$ cat src/rtl/prio_scan_enc_if.sv
// Request/code handshake bundle for the sequential priority scan encoder.
// master = request producer and code consumer, slave = the encoder.
interface prio_scan_enc_if #(
  parameter int REQ_W  = 12,
  parameter int CODE_W = 4
);
  logic              load;
  logic [REQ_W-1:0]  req;
  logic              busy;
  logic              code_valid;
  logic              code_ready;
  logic [CODE_W-1:0] code;
  logic [CODE_W-1:0] count;
  logic              done;

  modport master (
    output load,
    output req,
    output code_ready,
    input  busy,
    input  code_valid,
    input  code,
    input  count,
    input  done
  );

  modport slave (
    input  load,
    input  req,
    input  code_ready,
    output busy,
    output code_valid,
    output code,
    output count,
    output done
  );
endinterface

$ cat src/rtl/prio_scan_enc.sv
// Sequential priority encoder: emits code k+1 for each set req bit, one per handshake.
// PRIO_SCAN_ENC_LSB_FIRST_EN selects lowest-bit-first order (default highest first).
module prio_scan_enc #(
  parameter int REQ_W  = 12,
  parameter int CODE_W = 4
) (
  input  logic             clk,
  input  logic             rst_n,
  prio_scan_enc_if.slave   bus
);

  typedef enum logic {
    IDLE,
    SCAN
  } state_t;

  state_t            state;
  logic [REQ_W-1:0]  pending;
  logic              done_q;

  logic [CODE_W-1:0] sel_code;
  logic [REQ_W-1:0]  sel_bit;
  logic [REQ_W-1:0]  next_pending;
  logic [CODE_W-1:0] pop;
  logic              hs;

  // Last match in the loop wins, so loop direction sets priority.
  always_comb begin
    sel_code = '0;
    sel_bit  = '0;
`ifdef PRIO_SCAN_ENC_LSB_FIRST_EN
    for (int i = REQ_W - 1; i >= 0; i--) begin
      if (pending[i]) begin
        sel_code = CODE_W'(i + 1);
        sel_bit  = REQ_W'(1) << i;
      end
    end
`else
    for (int i = 0; i < REQ_W; i++) begin
      if (pending[i]) begin
        sel_code = CODE_W'(i + 1);
        sel_bit  = REQ_W'(1) << i;
      end
    end
`endif
  end

  always_comb begin
    pop = '0;
    for (int i = 0; i < REQ_W; i++) begin
      pop = pop + CODE_W'(pending[i]);
    end
  end

  assign next_pending = pending & ~sel_bit;
  assign hs           = (state == SCAN) && bus.code_ready;

  assign bus.busy       = (state == SCAN);
  assign bus.code_valid = (state == SCAN);
  assign bus.code       = (state == SCAN) ? sel_code : '0;
  assign bus.count      = pop;
  assign bus.done       = done_q;

  always_ff @(posedge clk or negedge rst_n) begin
    if (!rst_n) begin
      state   <= IDLE;
      pending <= '0;
      done_q  <= 1'b0;
    end else begin
      done_q <= 1'b0;
      unique case (state)
        IDLE: begin
          if (bus.load) begin
            if (bus.req != '0) begin
              pending <= bus.req;
              state   <= SCAN;
            end else begin
              done_q <= 1'b1;
            end
          end
        end
        SCAN: begin
          if (hs) begin
            pending <= next_pending;
            if (next_pending == '0) begin
              state  <= IDLE;
              done_q <= 1'b1;
            end
          end
        end
        default: begin
          state   <= IDLE;
          pending <= '0;
        end
      endcase
    end
  end

endmodule

$ cat src/flat_wrapper.sv
// flat-port wrapper written by rule: the top's interface ports become plain ports
module prio_scan_enc_flat 
#(
  parameter int REQ_W  = 12,
  parameter int CODE_W = 4
)
  (clk, rst_n, bus_load, bus_req, bus_code_ready, bus_busy, bus_code_valid, bus_code, bus_count, bus_done);
  prio_scan_enc_if #(.REQ_W(REQ_W), .CODE_W(CODE_W)) bus_i ();
  input  logic clk;
  input  logic rst_n;
  input wire logic [$bits(bus_i.load)-1:0] bus_load;
  input wire logic [$bits(bus_i.req)-1:0] bus_req;
  input wire logic [$bits(bus_i.code_ready)-1:0] bus_code_ready;
  output wire logic [$bits(bus_i.busy)-1:0] bus_busy;
  output wire logic [$bits(bus_i.code_valid)-1:0] bus_code_valid;
  output wire logic [$bits(bus_i.code)-1:0] bus_code;
  output wire logic [$bits(bus_i.count)-1:0] bus_count;
  output wire logic [$bits(bus_i.done)-1:0] bus_done;
  assign bus_i.load = bus_load;
  assign bus_i.req = bus_req;
  assign bus_i.code_ready = bus_code_ready;
  assign bus_busy = bus_i.busy;
  assign bus_code_valid = bus_i.code_valid;
  assign bus_code = bus_i.code;
  assign bus_count = bus_i.count;
  assign bus_done = bus_i.done;
  prio_scan_enc #(.REQ_W(REQ_W), .CODE_W(CODE_W)) u_core (.clk(clk), .rst_n(rst_n), .bus(bus_i));
endmodule
$ cat config.mk
export PLATFORM = sky130hd
export DESIGN_NAME = prio_scan_enc_flat
export DESIGN_NICKNAME = d
export VERILOG_FILES = /design/src/rtl/prio_scan_enc_if.sv /design/src/rtl/prio_scan_enc.sv /design/src/flat_wrapper.sv
export SDC_FILE = /design/constraint.sdc
export NUM_CORES = 1
export LEC_CHECK = 0
export ABC_CLOCK_PERIOD_IN_PS = 4600
export CORE_UTILIZATION = 35
export CTS_CLUSTER_DIAMETER = 150
export DETAILED_ROUTE_END_ITERATION = 8
export SLEW_MARGIN = 30
export SYNTH_ARGS = -nofsm -noshare
export SYNTH_HDL_FRONTEND = slang
export SYNTH_SLANG_ARGS = --single-unit
$ cat constraint.sdc
create_clock -name clk -period 4.6 [get_ports clk]
set_input_delay 1.38 -clock clk [delete_from_list [all_inputs] [get_ports clk]]
set_output_delay 1.38 -clock clk [all_outputs]
set_load 0.01 [all_outputs]
# Word-level counts from Yosys, hierarchy flattened
# Cells that the tools add are included.
# W data, S select, Z words.
# op_classes
n_addsub,11
multipliers,0
div,0
order_cmp,0
eq_ne,3
shift,0
n_mux,39
bitwise_logic,3
reduce_logical,4
# op_table
op,count
$mux W12,14
$mux W4,12
$add A4 B1 Y4,10
$pmux W12 S2,1
$and A12 B12 Y12,1
$logic_not A12 Y1,1
$not A12 Y12,1
$reduce_bool A12 Y1,1
$mux W1,10
$ne A2 B2 Y1 const B,2
$pmux W1 S2,2
$reduce_and A3 Y1,1
$add A1 B1 Y2,1
$ne A2 B1 Y1 const B,1
$logic_and A1 B1 Y1,1
$not A1 Y1,1
# totals
reg_bits,14
latch_bits,0
ramBits,0
rom_bits,0
in_bits,16
output_inout_bits,11
elab_cells,63
n_memories,0

# Depth between registers and ports, before layout
# Gate-level depths: netlist of run 1.
# logic_depth
depth_word,18
ltp_mapped,11
depth_no_buf,11

# Worst setup path before layout of run 1
# OpenSTA, ideal clock, no wires.
# synth_timing
kind,register to output
from,reg u_core.pending[1]
to,out bus_count[2]
arrival_ps,3502
required_ps,3220
setup_slack_ps,-282
stages_incl_launch_ff,12
n_path_buf,0
path_cell_list,dfrtp_1 > inv_1 > ha_1 > fa_1 > inv_1 > fa_1 > inv_1 > fa_1 > inv_1 > fa_1 > fa_1 > xor2_1
# synth_between
elab_chain_len,11
# synth_rtl
element,line_no,rtl
start: declaration,prio_scan_enc.sv:18,logic [REQ_W-1:0] pending;
start signal: assignment,prio_scan_enc.sv:75,pending <= bus.req;
start signal: assignment,prio_scan_enc.sv:84,pending <= next_pending;
$add A1 B1 Y2,prio_scan_enc.sv:51,pop = pop + CODE_W'(pending[i]);
$add A4 B1 Y4 (10 in a row),prio_scan_enc.sv:51,
end: declaration,flat_wrapper.sv:17,output wire logic [$bits(bus_i.count)-1:0] bus_count;
# Every way passes these cells.

# Worst setup path after layout of run 1
# Same ends and word-level chain as after synthesis.

==> results of run 1 <==
## sequential cells by signal (all words and copies together), names as in the netlist
signal           count
u_core.bus.done      1
u_core.bus.busy      1
u_core.pending      12
## placed cells by master, fill, tap and decap left out, types with 3 or more instances in the layout
cell type	n
nor4_1	4
a21o_1	6
dfrtp_1	14
buf_4	11
nand4_1	3
nand3_1	3
a22o_1	5
fa_1	5
nand2_1	21
a21oi_1	9
clkbuf_4	3
clkdlybuf4s50_1	22
o21ai_0	12
nor2_1	3
inv_1	11
ha_1	4
## per-stage QoR
stage               worst slack [ns]  instance area (um2)  utilization (%)  instances
finish                        -0.373                 1560             50.2        208
global placement              -0.412                 1540             49.5        204
CTS                           -0.398                 1560             50.2        208
global route                  -0.548                 1560             50.2        208
detailed placement            -0.486                 1540             49.5        204
floorplan                     0.0483                 1190                -        132
## logic make-up (layout without fill, tap and decap cells)
| group | after synthesis | in the layout |
|---|---|---|
| xor+xnor | 1 | 1 |
| compound gates | 42 | 42 |
| flops | 14 | 14 |
| fa+ha+maj | 13 | 13 |
| buf+inv | 21 | 53 |
| simple gates | 41 | 41 |
## what timing repair did
item	in CTS	in global routing
pin swaps	5	0
resized for setup	18	1
endpoints found under the setup margin	4	4
cloned	0	0
buffers inserted	1	0
## worst reg2reg max path, cell delays in order, from the launching register on
cell      delay [ns]
dfrtp_1         0.41
buf_4           0.17
nor4_4          0.41
nand3_1         0.26
a221oi_2        0.32
nand4_1         0.16
a21o_1          0.21
## layer usage
| layer | wire length [um] | vias to the layer above | part of all wire [%] | global-route usage [%] |
|---|---|---|---|---|
| li1 | - | 532 | - | - |
| met1 | 1390 | 521 | 44 | 24.8 |
| met2 | 1580 | 33 | 50 | 35.2 |
| met3 | 148 | 5 | 4.7 | 4.11 |
| met4 | 48 | 0 | 1.5 | 5.65 |
| met5 | 0 | - | 0 | 0 |
## worst paths after layout
path,startpoint,cells after the start,end
worst max-delay path,u_core.pending[1]$_DFFE_PN0P_,12,bus_count[2]
worst min-delay path,u_core.pending[4]$_DFFE_PN0P_,2,u_core.pending[4]$_DFFE_PN0P_
worst max register to register,u_core.pending[8]$_DFFE_PN0P_,6,u_core.bus.busy$_DFF_PN0_
worst min register to register,u_core.pending[4]$_DFFE_PN0P_,2,u_core.pending[4]$_DFFE_PN0P_
max in group asynchronous,rst_n,1,u_core.pending[1]$_DFFE_PN0P_
min in group asynchronous,rst_n,1,u_core.pending[10]$_DFFE_PN0P_
## cell type report
class	instances	share of cell area, %
Inverter	13	3.13
Multi-Input combinational cell	97	47.9
Sequential cell	14	22.5
Clock buffer	3	1.45
Timing Repair Buffer	37	21.5
Tap cell	44	3.53
==> impl_metrics.py, run 1 <==
metrics = {
    "grt": {
        "grt_max_degree": 21,
        "grt_usage_pct": 20.1,
        "first_global_vias": 1111,
        "grt_overflow": 0,
        "grt_pass1_wl_um": 5220,
        "grt_antenna_before_repair": 0,
    },
    "setup_path": {
        "crit_type": "reg2out",
        "worstPathRequired_ns": 3.22,
        "slowest_stage": "fa_1",
        "cp_num_buf_inv": 5,
        "critPathMaxStageDelay_ns": 0.53,
        "cp_max_fo": 2,
        "r2r_setup_slack_ns": 2.55,
        "cp-end-kind": "output pin",
        "start_kind": "flip-flop",
        "cp_cell_sequence": "inv_2 -> ha_4 -> fa_1 -> inv_1 -> fa_1 -> inv_1 -> fa_1 -> inv_2 -> fa_2 -> fa_2 -> xor2_2 -> buf_2",
        "crit_family": "adder cells",
        "arrival_ns": 3.59,
        "crit_top_cell": "fa_1",
    },
    "logic_synthesis": {
        "yosys_register_bits": 14,
        "ys_async_sr_fraction_pct": 100,
        "synth_nets": 160,
        "synth_top_family_by_area": "compound AO/OA/AOI/OAI gates",
        "synth-compound-area-share_pct": 24.8,
        "synth_xor_area_share_pct": 0.753,
        "yosysUniqueCellTypes": 35,
        "syn_area_um2": 1160,
        "synth_edf_count": 0,
        "yosys.area_share.adder_pct": 18.3,
        "netlist_instances": 132,
        "yosys.area.top_type_share_pct": 30.1,
        "syn_avg_cell_area_um2": 8.82,
        "synthTopCellsByArea": "dfrtp_1 30%, fa_1 12%, nand2_1 6.8%",
        "synthFlopType": "dfrtp_1",
        "yosys.area.top_type": "dfrtp_1",
        "synthMuxAreaShare_pct": 0,
        "yosys.area_share.simple_pct": 18.1,
        "ys.warnings.count": 0,
        "ys_seq_area_share_pct": 30.1,
        "synthTopCellsByCount": "21 x nand2_1, 14 x dfrtp_1, 13 x inv_1, 12 x o21ai_0, 9 x a21oi_1",
        "yosysMostFrequentCell": "nand2_1",
    },
    "timing": {
        "finClkSkew_ns": 0.00751,
        "final.min_clock_period_ns": 4.97,
        "slew_viol_final": 0,
        "maxSlewHeadroom_pct": 42.0,
        "finalSetupViolations": 3,
        "max_freq_ghz": 0.201,
        "hold_violations": 0,
        "rsz0062_at_grt": "true",
        "fin_ws_ns": -0.373,
        "post-route-period-util_pct": 108,
        "worst_pin_slew_ns": 0.868,
        "tns_ns": -1.05,
        "hold-worst-slack_ns": 0.622,
    },
    "floorplanning": {
        "io_pins": 27,
        "initial_core_util_pct": 37.5,
        "die_w_um": 59.7,
        "num_rows": 20,
        "core_um2": 3100,
        "die_h_um": 59.7,
        "die-area_um2": 3560,
    },
    "detailed_routing": {
        "antenna_left": 0,
        "drt_wl_total_um": 3170,
        "wire_per_inst_um": 15.2,
        "drcViolationCount": 0,
        "drt-vias-per-instance": 5.25,
        "drt_iter0_drc": 38,
        "drt_pass1_iterations": 4,
        "num_vias": 1091,
    },
    "placed_design": {
        "port_buffers": 26,
        "hpwl_um": 2500,
        "gp_congestion": 0.888,
    },
    "run": {
        "cap_violations": 0,
    },
    "clock_network": {
        "numCtsBuffers": 3,
        "cts_sinks": 14,
        "clkLatencyLatePin_ns": 0.28,
        "cts_buffer_depth": 2,
        "clockRootBuffer": "clkbuf_4",
        "hold_buffers": 0,
        "tritoncts": "done",
        "clkTransAtPathRegs_ns": 0.09,
        "htree_levels": 1,
    },
    "hold_path": {
        "hold_path_class": "reg2reg",
    },
    "cells_and_area": {
        "antenna-diode-count": 0,
        "areaGrowthSynthToFinish_pct": 33.9,
        "fin_nets": 194,
        "layout-drive-gt1-share_pct": 16.5,
        "fillerInstances": 333,
        "multiInputGateArea_um2": 746,
        "regArea_um2": 350,
    },
    "status": {
        "status": "finished with violations",
        "violations": "setup timing",
    },
}
Power of run 1 is not shown: default switching activity piles up to over one toggle a cycle in this logic, so the estimate is an artifact.
==> run 2, diff against run 1 <==
--- a/config.mk
+++ b/config.mk
@@ -7,9 +7,10 @@
 export LEC_CHECK = 0
 export ABC_CLOCK_PERIOD_IN_PS = 4600
 export CORE_UTILIZATION = 35
+export CTS_BUF_LIST = sky130_fd_sc_hd__clkbuf_8
 export CTS_CLUSTER_DIAMETER = 150
 export DETAILED_ROUTE_END_ITERATION = 8
-export SLEW_MARGIN = 30
+export SLEW_MARGIN = 25
 export SYNTH_ARGS = -nofsm -noshare
 export SYNTH_HDL_FRONTEND = slang
 export SYNTH_SLANG_ARGS = --single-unit
==> impl_metrics.py, run 2 (synthesis gave the netlist of run 1 again) <==
metrics = {
    "setup_path": {
        "start_kind": "flip-flop",
        "cp_cell_sequence": "inv_2 -> ha_4 -> fa_1 -> inv_1 -> fa_1 -> inv_1 -> fa_1 -> inv_2 -> fa_2 -> fa_2 -> xor2_2 -> buf_2",
        "slowest_stage": "fa_1",
        "arrival_ns": 3.55,
        "crit_type": "reg2out",
        "cp_max_fo": 2,
        "crit_top_cell": "fa_1",
        "worstPathRequired_ns": 3.22,
        "cp-end-kind": "output pin",
        "critPathMaxStageDelay_ns": 0.53,
    },
    "timing": {
        "rsz0062_at_grt": "true",
        "final.min_clock_period_ns": 4.93,
        "worst_pin_slew_ns": 0.865,
        "slew_viol_final": 0,
        "max_freq_ghz": 0.203,
        "fin_ws_ns": -0.327,
        "post-route-period-util_pct": 107,
        "hold_violations": 0,
        "tns_ns": -0.911,
        "maxSlewHeadroom_pct": 42.2,
        "finClkSkew_ns": 0.00494,
        "finalSetupViolations": 3,
    },
    "hold_path": {
        "hold_path_class": "reg2reg",
    },
    "grt": {
        "grt_max_degree": 21,
        "grt_usage_pct": 19.8,
        "grt_pass1_wl_um": 5200,
        "grt_antenna_before_repair": 0,
        "grt_overflow": 0,
        "first_global_vias": 1110,
    },
    "status": {
        "status": "finished with violations",
        "violations": "setup timing",
    },
    "cells_and_area": {
        "layout_commonest_cell": "clkdlybuf4s50_1",
        "fillerInstances": 331,
        "fin_nets": 194,
        "layout-drive-gt1-share_pct": 16.5,
        "final_util_pct": 50.8,
        "multiInputGateArea_um2": 746,
        "largest_reg_flops": 12,
        "antenna-diode-count": 0,
        "final_area_um2": 1580,
        "largest-register": "u_core.pending",
        "areaGrowthSynthToFinish_pct": 35.5,
        "regArea_um2": 350,
        "final_cell_mix": "22 x clkdlybuf4s50_1, 21 x nand2_1, 14 x dfrtp_1, 12 x o21ai_0",
    },
    "detailed_routing": {
        "antenna_left": 0,
        "drcViolationCount": 0,
        "drt-vias-per-instance": 5.23,
        "drt_wl_total_um": 3140,
        "drt_iter0_drc": 39,
        "num_vias": 1088,
        "drt_pass1_iterations": 4,
        "wire_per_inst_um": 15.1,
    },
    "floorplanning": {
        "die_h_um": 59.7,
        "initial_core_util_pct": 37.5,
        "io_pins": 27,
        "die_w_um": 59.7,
        "die-area_um2": 3560,
        "num_rows": 20,
        "core_um2": 3100,
    },
    "placed_design": {
        "gp_congestion": 0.888,
        "hpwl_um": 2500,
        "placed_area_um2": 1540,
        "port_buffers": 26,
    },
    "clock_network": {
        "tritoncts": "done",
        "htree_levels": 1,
        "clkLatencyLatePin_ns": 0.24,
        "clockRootBuffer": "clkbuf_8",
        "hold_buffers": 0,
        "cts_sinks": 14,
        "clkTransAtPathRegs_ns": 0.06,
        "numCtsBuffers": 3,
        "cts_buffer_depth": 2,
    },
    "run": {
        "cap_violations": 0,
    },
}
==> run 2: what timing repair did <==
item                       CTS  global route
buffers inserted             1             0
gates resized for setup     17             2
setup endpoints to repair    4             4
pin swaps                    5             0
==> run 2: layout make-up <==
class	count	share of cell area [%]
inverters	13	3.10
clock buffers	3	2.62
well taps	44	3.49
repair buffers	37	21.3
multi-input cells	97	47.3
flip-flops and latches	14	22.2
==> run 2: metrics by stage <==
step / hold WS [ns] / std cells / worst slack (ns)
finish: 0.612 / 208 / -0.327
global route: 0.645 / 208 / -0.487
CTS: 0.619 / 208 / -0.348
detailed placement: 0.601 / 204 / -0.486
global placement: 0.601 / 204 / -0.412
floorplan: 0.511 / 132 / 0.0483
==> run 2: routing by layer <==
layer,GRT usage [%],part of all wire (%),up-vias
li1,-,-,531
met1,24.7,45,526
met2,35.2,50,28
met3,4.11,4.3,3
met4,3.65,0.92,0
met5,0,0,-
==> run 2: worst paths after layout <==
kind,from,endpoint,slack (ns),depth (start not counted)
worst max-delay path,u_core.pending[1]$_DFFE_PN0P_,bus_count[2],-0.33,12
worst min-delay path,u_core.pending[4]$_DFFE_PN0P_,u_core.pending[4]$_DFFE_PN0P_,0.61,2
worst max register to register,u_core.pending[8]$_DFFE_PN0P_,u_core.bus.busy$_DFF_PN0_,2.57,6
worst min register to register,u_core.pending[4]$_DFFE_PN0P_,u_core.pending[4]$_DFFE_PN0P_,0.61,2
max in group asynchronous,rst_n,u_core.pending[2]$_DFFE_PN0P_,2.61,1
min in group asynchronous,rst_n,u_core.pending[10]$_DFFE_PN0P_,1.55,1
==> run 2: critical path: cells and delay by family (launching register included) <==
family | cells | cell delay (ns)
fa+ha+maj | 6 | 2.41
flops | 1 | 0.38
buf+inv | 5 | 0.36
xor+xnor | 1 | 0.15
Power of run 2 is left out for the same reason.
